==> src/rtl/uart_rx_frame_if.sv <==
// Signal bundle between the UART RX pad side and the receiver core.
// The master drives the serial line and frame configuration; the slave returns the recovered byte and status pulses.
interface uart_rx_frame_if #(
    parameter int DATA_WIDTH = 8
);
    logic                  RX_IN;
    logic                  PAR_EN;
    logic                  PAR_TYP;
    logic [DATA_WIDTH-1:0] P_DATA;
    logic                  data_valid;
    logic                  par_err;
    logic                  stp_err;

    modport master (
        output RX_IN,
        output PAR_EN,
        output PAR_TYP,
        input  P_DATA,
        input  data_valid,
        input  par_err,
        input  stp_err
    );

    modport slave (
        input  RX_IN,
        input  PAR_EN,
        input  PAR_TYP,
        output P_DATA,
        output data_valid,
        output par_err,
        output stp_err
    );
endinterface

==> src/rtl/uart_rx_frame.sv <==
// UART receiver: oversampled start detect, 3-sample majority vote per bit, LSB-first data,
// optional even/odd parity, stop-bit check, and one-cycle valid/error pulses.
module uart_rx_frame #(
    parameter int DATA_WIDTH = 8,
    parameter int PRESCALE   = 8
) (
    input  logic           clk,
    input  logic           rst,
    uart_rx_frame_if.slave bus
);
    localparam int SYNC_STAGES = 2;
    localparam int ECW = $clog2(PRESCALE);
    localparam int BCW = (DATA_WIDTH > 1) ? $clog2(DATA_WIDTH) : 1;

    localparam logic [ECW-1:0] SAMP_A    = ECW'(PRESCALE / 2 - 1);
    localparam logic [ECW-1:0] SAMP_B    = ECW'(PRESCALE / 2);
    localparam logic [ECW-1:0] SAMP_C    = ECW'(PRESCALE / 2 + 1);
    localparam logic [ECW-1:0] EDGE_LAST = ECW'(PRESCALE - 1);
    localparam logic [BCW-1:0] BIT_LAST  = BCW'(DATA_WIDTH - 1);

    typedef enum logic [2:0] {
        IDLE,
        START,
        DATA,
        PARITY,
        STOP
    } state_t;

    state_t                  state_q,      state_d;
    logic [SYNC_STAGES-1:0]  sync_q,       sync_d;
    logic [ECW-1:0]          edge_cnt_q,   edge_cnt_d;
    logic [BCW-1:0]          bit_cnt_q,    bit_cnt_d;
    logic [DATA_WIDTH-1:0]   shift_q,      shift_d;
    logic [1:0]              samp_q,       samp_d;
    logic                    bit_val_q,    bit_val_d;
    logic                    par_en_q,     par_en_d;
    logic                    par_typ_q,    par_typ_d;
    logic                    par_bad_q,    par_bad_d;
    logic                    armed_q,      armed_d;
    logic [DATA_WIDTH-1:0]   p_data_q,     p_data_d;
    logic                    data_valid_q, data_valid_d;
    logic                    par_err_q,    par_err_d;
    logic                    stp_err_q,    stp_err_d;

    logic rx_s;
    logic vote;
    logic exp_par;
    logic at_samp_a;
    logic at_samp_b;
    logic at_samp_c;
    logic at_end;

    // RX_IN is asynchronous to clk; stage 0 takes the pad, later stages follow the chain.
    for (genvar gi = 0; gi < SYNC_STAGES; gi++) begin : g_sync
        if (gi == 0) begin : g_in
            assign sync_d[gi] = bus.RX_IN;
        end else begin : g_chain
            assign sync_d[gi] = sync_q[gi-1];
        end
    end

    assign rx_s      = sync_q[SYNC_STAGES-1];
    assign at_samp_a = (edge_cnt_q == SAMP_A);
    assign at_samp_b = (edge_cnt_q == SAMP_B);
    assign at_samp_c = (edge_cnt_q == SAMP_C);
    assign at_end    = (edge_cnt_q == EDGE_LAST);

    // Third sample is the live rx_s, so the vote is ready on the last sample cycle itself.
    assign vote    = (samp_q[0] & samp_q[1]) | (samp_q[0] & rx_s) | (samp_q[1] & rx_s);
    assign exp_par = par_typ_q ? ~^shift_q : ^shift_q;

    always_comb begin
        state_d      = state_q;
        edge_cnt_d   = edge_cnt_q;
        bit_cnt_d    = bit_cnt_q;
        shift_d      = shift_q;
        samp_d       = samp_q;
        bit_val_d    = bit_val_q;
        par_en_d     = par_en_q;
        par_typ_d    = par_typ_q;
        par_bad_d    = par_bad_q;
        armed_d      = armed_q;
        p_data_d     = p_data_q;
        data_valid_d = 1'b0;
        par_err_d    = 1'b0;
        stp_err_d    = 1'b0;

        if (state_q != IDLE) begin
            edge_cnt_d = at_end ? '0 : edge_cnt_q + 1'b1;
            if (at_samp_a) begin
                samp_d[0] = rx_s;
            end
            if (at_samp_b) begin
                samp_d[1] = rx_s;
            end
            if (at_samp_c) begin
                bit_val_d = vote;
            end
        end

        unique case (state_q)
            IDLE: begin
                edge_cnt_d = '0;
                // A start is only accepted once the line has been seen high, so a held
                // break after a stop error cannot masquerade as a stream of 0x00 frames.
                if (rx_s) begin
                    armed_d = 1'b1;
                end else if (armed_q) begin
                    state_d    = START;
                    edge_cnt_d = ECW'(1);
                    bit_cnt_d  = '0;
                    par_en_d   = bus.PAR_EN;
                    par_typ_d  = bus.PAR_TYP;
                    par_bad_d  = 1'b0;
                    armed_d    = 1'b0;
                end
            end
            START: begin
                if (at_samp_c && vote) begin
                    state_d    = IDLE;
                    edge_cnt_d = '0;
                    armed_d    = 1'b1;
                end else if (at_end) begin
                    state_d = DATA;
                end
            end
            DATA: begin
                if (at_samp_c) begin
                    shift_d = {vote, shift_q[DATA_WIDTH-1:1]};
                end
                if (at_end) begin
                    if (bit_cnt_q == BIT_LAST) begin
                        bit_cnt_d = '0;
                        state_d   = par_en_q ? PARITY : STOP;
                    end else begin
                        bit_cnt_d = bit_cnt_q + 1'b1;
                    end
                end
            end
            PARITY: begin
                if (at_samp_c) begin
                    par_bad_d = (vote != exp_par);
                end
                if (at_end) begin
                    state_d = STOP;
                end
            end
            STOP: begin
                if (at_end) begin
                    state_d = IDLE;
                    armed_d = bit_val_q;
                    if (!bit_val_q) begin
                        stp_err_d = 1'b1;
                        par_err_d = par_bad_q;
                    end else if (par_bad_q) begin
                        par_err_d = 1'b1;
                    end else begin
                        p_data_d     = shift_q;
                        data_valid_d = 1'b1;
                    end
                end
            end
            default: begin
                state_d    = IDLE;
                edge_cnt_d = '0;
            end
        endcase
    end

    always_ff @(posedge clk or negedge rst) begin
        if (!rst) begin
            state_q      <= IDLE;
            sync_q       <= '1;
            edge_cnt_q   <= '0;
            bit_cnt_q    <= '0;
            shift_q      <= '0;
            samp_q       <= '0;
            bit_val_q    <= 1'b0;
            par_en_q     <= 1'b0;
            par_typ_q    <= 1'b0;
            par_bad_q    <= 1'b0;
            armed_q      <= 1'b0;
            p_data_q     <= '0;
            data_valid_q <= 1'b0;
            par_err_q    <= 1'b0;
            stp_err_q    <= 1'b0;
        end else begin
            state_q      <= state_d;
            sync_q       <= sync_d;
            edge_cnt_q   <= edge_cnt_d;
            bit_cnt_q    <= bit_cnt_d;
            shift_q      <= shift_d;
            samp_q       <= samp_d;
            bit_val_q    <= bit_val_d;
            par_en_q     <= par_en_d;
            par_typ_q    <= par_typ_d;
            par_bad_q    <= par_bad_d;
            armed_q      <= armed_d;
            p_data_q     <= p_data_d;
            data_valid_q <= data_valid_d;
            par_err_q    <= par_err_d;
            stp_err_q    <= stp_err_d;
        end
    end

    assign bus.P_DATA     = p_data_q;
    assign bus.data_valid = data_valid_q;
    assign bus.par_err    = par_err_q;
    assign bus.stp_err    = stp_err_q;

    a_valid_excl_err: assert property (@(posedge clk) disable iff (!rst)
        !(data_valid_q && (par_err_q || stp_err_q)));
    a_valid_one_cycle: assert property (@(posedge clk) disable iff (!rst)
        data_valid_q |=> !data_valid_q);
    a_stp_one_cycle: assert property (@(posedge clk) disable iff (!rst)
        stp_err_q |=> !stp_err_q);
endmodule
==> src/flat_wrapper.sv <==
// flat-port wrapper written by rule: the top's interface ports become plain ports
module uart_rx_frame_flat 
#(
    parameter int DATA_WIDTH = 8,
    parameter int PRESCALE   = 8
)
  (clk, rst, bus_RX_IN, bus_PAR_EN, bus_PAR_TYP, bus_P_DATA, bus_data_valid, bus_par_err, bus_stp_err);
  uart_rx_frame_if #(.DATA_WIDTH(DATA_WIDTH)) bus_i ();
  input  logic clk;
  input  logic rst;
  input wire logic [$bits(bus_i.RX_IN)-1:0] bus_RX_IN;
  input wire logic [$bits(bus_i.PAR_EN)-1:0] bus_PAR_EN;
  input wire logic [$bits(bus_i.PAR_TYP)-1:0] bus_PAR_TYP;
  output wire logic [$bits(bus_i.P_DATA)-1:0] bus_P_DATA;
  output wire logic [$bits(bus_i.data_valid)-1:0] bus_data_valid;
  output wire logic [$bits(bus_i.par_err)-1:0] bus_par_err;
  output wire logic [$bits(bus_i.stp_err)-1:0] bus_stp_err;
  assign bus_i.RX_IN = bus_RX_IN;
  assign bus_i.PAR_EN = bus_PAR_EN;
  assign bus_i.PAR_TYP = bus_PAR_TYP;
  assign bus_P_DATA = bus_i.P_DATA;
  assign bus_data_valid = bus_i.data_valid;
  assign bus_par_err = bus_i.par_err;
  assign bus_stp_err = bus_i.stp_err;
  uart_rx_frame #(.DATA_WIDTH(DATA_WIDTH), .PRESCALE(PRESCALE)) u_core (.clk(clk), .rst(rst), .bus(bus_i));
endmodule
==> config.mk <==
export PLATFORM = sky130hd
export DESIGN_NAME = uart_rx_frame_flat
export DESIGN_NICKNAME = d
export VERILOG_FILES = /design/src/rtl/uart_rx_frame_if.sv /design/src/rtl/uart_rx_frame.sv /design/src/flat_wrapper.sv
export SDC_FILE = /design/constraint.sdc
export NUM_CORES = 1
export LEC_CHECK = 0
export ABC_AREA = 1
export CELL_PAD_IN_SITES_DETAIL_PLACEMENT = 1
export CELL_PAD_IN_SITES_GLOBAL_PLACEMENT = 2
export CORE_ASPECT_RATIO = 1.75
export CORE_MARGIN = 2
export CORE_UTILIZATION = 40
export CTS_CLUSTER_DIAMETER = 150
export CTS_CLUSTER_SIZE = 24
export DETAILED_ROUTE_END_ITERATION = 12
export DONT_BUFFER_PORTS = 1
export PLACE_DENSITY = 0.9
export SYNTH_ARGS = -nofsm -noshare
export SYNTH_HDL_FRONTEND = slang
export SYNTH_SLANG_ARGS = --single-unit
==> constraint.sdc <==
create_clock -name clk -period 3.2 [get_ports clk]
set_clock_uncertainty 0.1 [all_clocks]
set_input_delay 0.64 -clock clk [delete_from_list [all_inputs] [get_ports clk]]
set_output_delay 0.64 -clock clk [all_outputs]
set_load 0.03 [all_outputs]
# --- Word level (Yosys, flattened, before mapping) ---
# Index checks and enable logic that the tools add are counted.
totals:
  register_bits: 37
  elab_cells: 104
op_classes:
  n_eq_ne: 19
  addsub: 2
  n_bitwise: 7
  mux: 41
  reduce_logical: 19
ops:
  columns: ["operator", "count"]
  rows:
  - ["two-way mux 3 bit", 17]
  - ["two-way mux 1 bit", 19]
  - ["== test 3 bit (second input constant)", 5]
  - ["one-hot mux 3 bit (5 select lines)", 1]
  - ["inequality test 2 x 1 -> 1 bit (second input constant)", 7]
  - ["AND reduction 4 bit", 3]
  - ["== test 3 x 2 -> 1 bit (second input constant)", 3]
  - ["one-hot mux 3 bit (3 select lines)", 1]
  - ["AND reduction 2 bit", 4]
  - ["XNOR reduction 8 bit", 1]
  - ["XOR reduction 8 bit", 1]
  - ["AND reduction 7 bit", 1]
  - ["adder 3 x 1 -> 3 bit (second input constant)", 2]
  - ["one-hot mux 3 bit (2 select lines)", 1]
  - ["AND reduction 3 bit", 2]
  - ["nonzero test 3 bit", 2]
  - ["nonzero test 2 bit", 2]
  - ["bitwise AND 1 bit", 3]
  - ["== test 3 x 1 -> 1 bit (second input constant)", 1]
  - ["logical NOT 3 bit", 1]
  - ["inequality test 3 x 1 -> 1 bit (second input constant)", 1]
  - ["one-hot mux 1 bit (3 select lines)", 1]
  - ["OR reduction 3 bit", 1]
  - ["inequality test 2 bit (second input constant)", 1]
  - ["other kinds (5)", 7]

# --- Depth between registers and ports, before layout ---
depth:
  ltp_word: 6
  depth_mapped: 11
  mapped_depth_nobuf: 11

# --- Least setup slack after synthesis ---
# OpenSTA, ideal clock, no wires.
synth_timing:
  kind: "register to register"
  startpoint: "reg u_core.edge_cnt_q[0]"
  endpoint: "reg u_core.p_data_q[3], in the netlist u_core.bus.P_DATA[3]"
  n_path_buf: 1
  period_less_slack_ns: 1.745
  arrival_time_ns: 1.572
  path_slack_ns: 1.455
  path_stages_with_launch: 8
  required_ns: 3.027
  cell_sequence: "dfrtp_1 > ha_1 > ha_1 > inv_1 > nor4_4 > buf_6 > nor2_2 > a21oi_2"
synth_between:
  elab_chain_len: 2
synth_rtl:
  columns: ["element", "line", "rtl"]
  rows:
  - ["from (decl)", "uart_rx_frame.sv:31", "logic [ECW-1:0] edge_cnt_q, edge_cnt_d;"]
  - ["from (signal assigned)", "uart_rx_frame.sv:190", "edge_cnt_q <= edge_cnt_d;"]
  - ["== test 3 bit", "uart_rx_frame.sv:66", "assign at_end = (edge_cnt_q == EDGE_LAST);"]
  - ["AND reduction 4 bit (no line)", null, null]
  - ["to (signal assigned)", "uart_rx_frame.sv:199", "p_data_q <= p_data_d;"]
  - ["to (decl)", "uart_rx_frame.sv:40", "logic [DATA_WIDTH-1:0] p_data_q, p_data_d;"]
# No other way between the ends.
# A chain may end at the register's enable or synchronous reset.

# --- Final worst setup path ---
layout_timing:
  startpoint: "reg u_core.edge_cnt_q[0]"
  endpoint: "reg u_core.p_data_q[0], in the netlist u_core.bus.P_DATA[0]"
# The elaborated chain is that of the path after synthesis.

==> results.json <==
{
  "status": "completed",
  "p_comb_share_pct": 30.5,
  "rsz0062_at_grt": "no",
  "switching_share_pct": 36.4,
  "rows": 32,
  "fin_crit_sh_pct": 68.7,
  "avgSynthCellArea_um2": 8.19,
  "p_leak_nw": 1.04,
  "post_synth_main_area_contributors": "dfrtp_1 (47%), nand2_1 (13%), inv_1 (6.8%), o21ai_0 (5.1%), ha_1 (4.7%)",
  "place_congestion": 0.781,
  "worstSetupPathType": "register to register",
  "worstPathCellList": "ha_1 -> ha_1 -> inv_1 -> nor4_4 -> a21oi_1",
  "drv_cap": 0,
  "syn_area_mm2": 0.00187,
  "multi_input_area_um2": 786,
  "power_density_mw_per_mm2": 737,
  "crit_path_top_delay_cell": "nor4_4",
  "power_switching_uw": 549,
  "slew-limit-headroom_pct": 41.4,
  "grt_max_degree": 36,
  "cts_tree": "yes",
  "vias": 1454,
  "htree_num_levels": 2,
  "die_height_um": 94.4,
  "intPower_uw": 961,
  "dpl_cell_area_mm2": 0.00191,
  "crit_path_end_kind": "register",
  "ctsResizeCount": 0,
  "cts_buffers": 5,
  "path_clk_slew_ps": 80,
  "grt_pass1_wl_um": 7360,
  "seq_area_frac_synth_pct": 49.7,
  "synth_cells": 228,
  "yosysWarnings": 0,
  "synth_top_cell_by_area": "dfrtp_1",
  "ir_drop_v": 0.000404,
  "syn-num-nets": 240,
  "hold_class": "input pin to async pin",
  "crit_path_max_incr_delay_ps": 810,
  "final_hold_viol_count": 0,
  "max_freq_ghz": 0.455,
  "arrival_ps": 2230,
  "fin_nets": 246,
  "cts_root_buf": "clkbuf_8",
  "grt_overflow_total": 0,
  "fin_setup_tns_ps": 0,
  "start_util_pct": 42.0,
  "startpoint_type": "register",
  "drc": 0,
  "pwr-share-seq_pct": 41.4,
  "critPathMostFrequentCell": "ha_1",
  "diodes": 0,
  "cp_max_fo": 17,
  "portBuffers": 0,
  "synth_top_area_share_pct": 46.9,
  "layout_min_cycle_time_ps": 2200,
  "drive_gt1_share_pct": 10.2,
  "syn_to_final_growth_pct": 9.71,
  "nFillCells": 550,
  "cts_setup_buffers": 0,
  "die_w_um": 55.7,
  "antenna_found_initial": 0,
  "routed_wl_um": 4200,
  "ys_seq_elements": 37,
  "hold_buffers": 1,
  "finalMaxSlewViolations": 0,
  "dieArea_mm2": 0.00525,
  "first_iter_violations": 27,
  "io-pin-count": 16,
  "core_area_mm2": 0.00444,
  "worstSkewPairLatency_ps": 290,
  "cts.sinks": 37,
  "seqCellArea_um2": 928,
  "critPathRequiredTime_ps": 3230,
  "wl_per_cell_um": 14.7,
  "worst_slew_pin_slew_ps": 872,
  "grt_pass1_vias": 1608,
  "viasPerCell": 5.08,
  "dp_hpwl_um": 3240,
  "yosys.cell_types.count": 25,
  "setup_viol": 0,
  "drt_first_pass_iters": 3,
  "grt_usage_pct": 18.3,
  "postRouteAntennaNets": 0,
  "clockPowerShare_pct": 28.1,
  "final_area_mm2": 0.00205,
  "clockBufferDepth": 2
}
[power by group through the flow]
stage / Combinational, mW / Sequential, mW / Clock (mW)
2_1_floorplan: 0.357 / 0.617 / 0
3_3_place_gp: 0.450 / 0.633 / 0
3_5_place_dp: 0.457 / 0.635 / 0
4_1_cts: 0.475 / 0.626 / 0.438
5_1_grt: 0.548 / 0.636 / 0.461
6_report: 0.461 / 0.625 / 0.424
[routing by layer]
layer	GRT usage, %	vias to the layer above	part of all wire, %	routed length (µm)
li1	-	733	-	-
met1	18.2	700	39	1620
met2	37.0	14	57	2410
met3	3.01	7	2.2	91
met4	6.30	0	1.6	69
met5	0	-	0	0
[worst max-delay path, delay by kind of cell, from the launching register on]
| kind | cells | cell delay, ps |
|---|---|---|
| compound gates | 1 | 200 |
| fa+ha+maj | 2 | 390 |
| buf+inv | 1 | 130 |
| flops | 1 | 410 |
| simple gates | 1 | 810 |
[layout by cell type (no fill, tap or decap), types with 2 or more instances in the layout]
cell type  count
nor3_2         2
ha_1           7
nand2_2        4
o21ai_0       19
a22oi_1        2
dfstp_2        2
dfrtp_1       35
inv_1         34
clkbuf_8       6
nor2_1        19
nand3_1       10
nand2_1       63
o21ai_1        4
nor2_2         2
a21oi_1       13
[synthesized netlist by cell type]
master / instances
nand2_1: 63
dfrtp_1: 35
inv_1: 34
nor2_1: 19
o21ai_0: 19
a21oi_1: 13
nand3_1: 10
ha_1: 7
nand2_2: 4
o21ai_1: 4
a22oi_1: 2
buf_6: 2
dfstp_2: 2
nor2_2: 2
nor3_2: 2
a21oi_2: 1
a31oi_1: 1
clkinv_1: 1
nand2_4: 1
nand3b_1: 1
nor2_4: 1
nor3_1: 1
nor4_4: 1
o211ai_1: 1
o21ai_2: 1
[kinds of logic (layout without fill, tap and decap cells)]
group / Yosys count / count (layout) / share of synthesized area (%)
AND/OR/NAND/NOR: 105 / 105 / 25.3
AO/OA/AOI/OAI: 42 / 42 / 12.1
flip-flops: 37 / 37 / 49.7
buffers and inverters: 37 / 44 / 8.24
adder cells (fa/ha/maj): 7 / 7 / 4.69
[final cells by class]
| type | count | area share [%] |
|---|---|---|
| Inverter | 35 | 6.41 |
| Multi-Input combinational cell | 154 | 38.3 |
| Clock buffer | 6 | 4.03 |
| Sequential cell | 37 | 45.3 |
| Timing Repair Buffer | 1 | 0.977 |
| Tap cell | 51 | 3.11 |
| Clock inverter | 2 | 1.83 |
[path summary, 6_finish.rpt]
path,slack (ps),to,start,depth (start not counted)
worst max-delay path,1000,u_core.bus.P_DATA[0]$_DFFE_PN0P_,u_core.edge_cnt_q[0]$_DFF_PN0_,5
worst min-delay path,70,u_core.bus.data_valid$_DFF_PN0_,rst,1
worst max register to register,1000,u_core.bus.P_DATA[0]$_DFFE_PN0P_,u_core.edge_cnt_q[0]$_DFF_PN0_,5
worst min register to register,260,u_core.sync_q[1]$_DFF_PN1_,u_core.sync_q[0]$_DFF_PN1_,0
max in group asynchronous,2730,u_core.par_en_q$_DFFE_PN0P_,rst,1
min in group clk,240,u_core.sync_q[0]$_DFF_PN1_,bus_RX_IN,0
[registers in the layout, summed over array words and instances, names as in the netlist]
register               cells
u_core.bus.par_err         1
u_core.shift_q             8
u_core.par_typ_q           1
u_core.bit_val_q           1
u_core.edge_cnt_q          3
u_core.bus.P_DATA          8
u_core.samp_q              2
u_core.par_bad_q           1
u_core.armed_q             1
u_core.bit_cnt_q           3
u_core.par_en_q            1
u_core.bus.data_valid      1
u_core.bus.stp_err         1
u_core.sync_q              2
u_core.state_q             3
[metrics by stage]
stage | util [%] | hold slack [ps] | setup WS [ps] | power [mW] | instances
after detailed placement | 43.0 | 245 | 985 | 1.09 | 277
after global placement | 43.0 | 245 | 1130 | 1.08 | 277
after CTS | 46.1 | 75.0 | 989 | 1.54 | 286
after global routing | 46.1 | 66.5 | 815 | 1.64 | 286
final | 46.1 | 69.8 | 1000 | 1.51 | 286
after floorplan | - | 244 | 1460 | 0.974 | 228
Note: power is estimated with default switching activity, not from simulation.
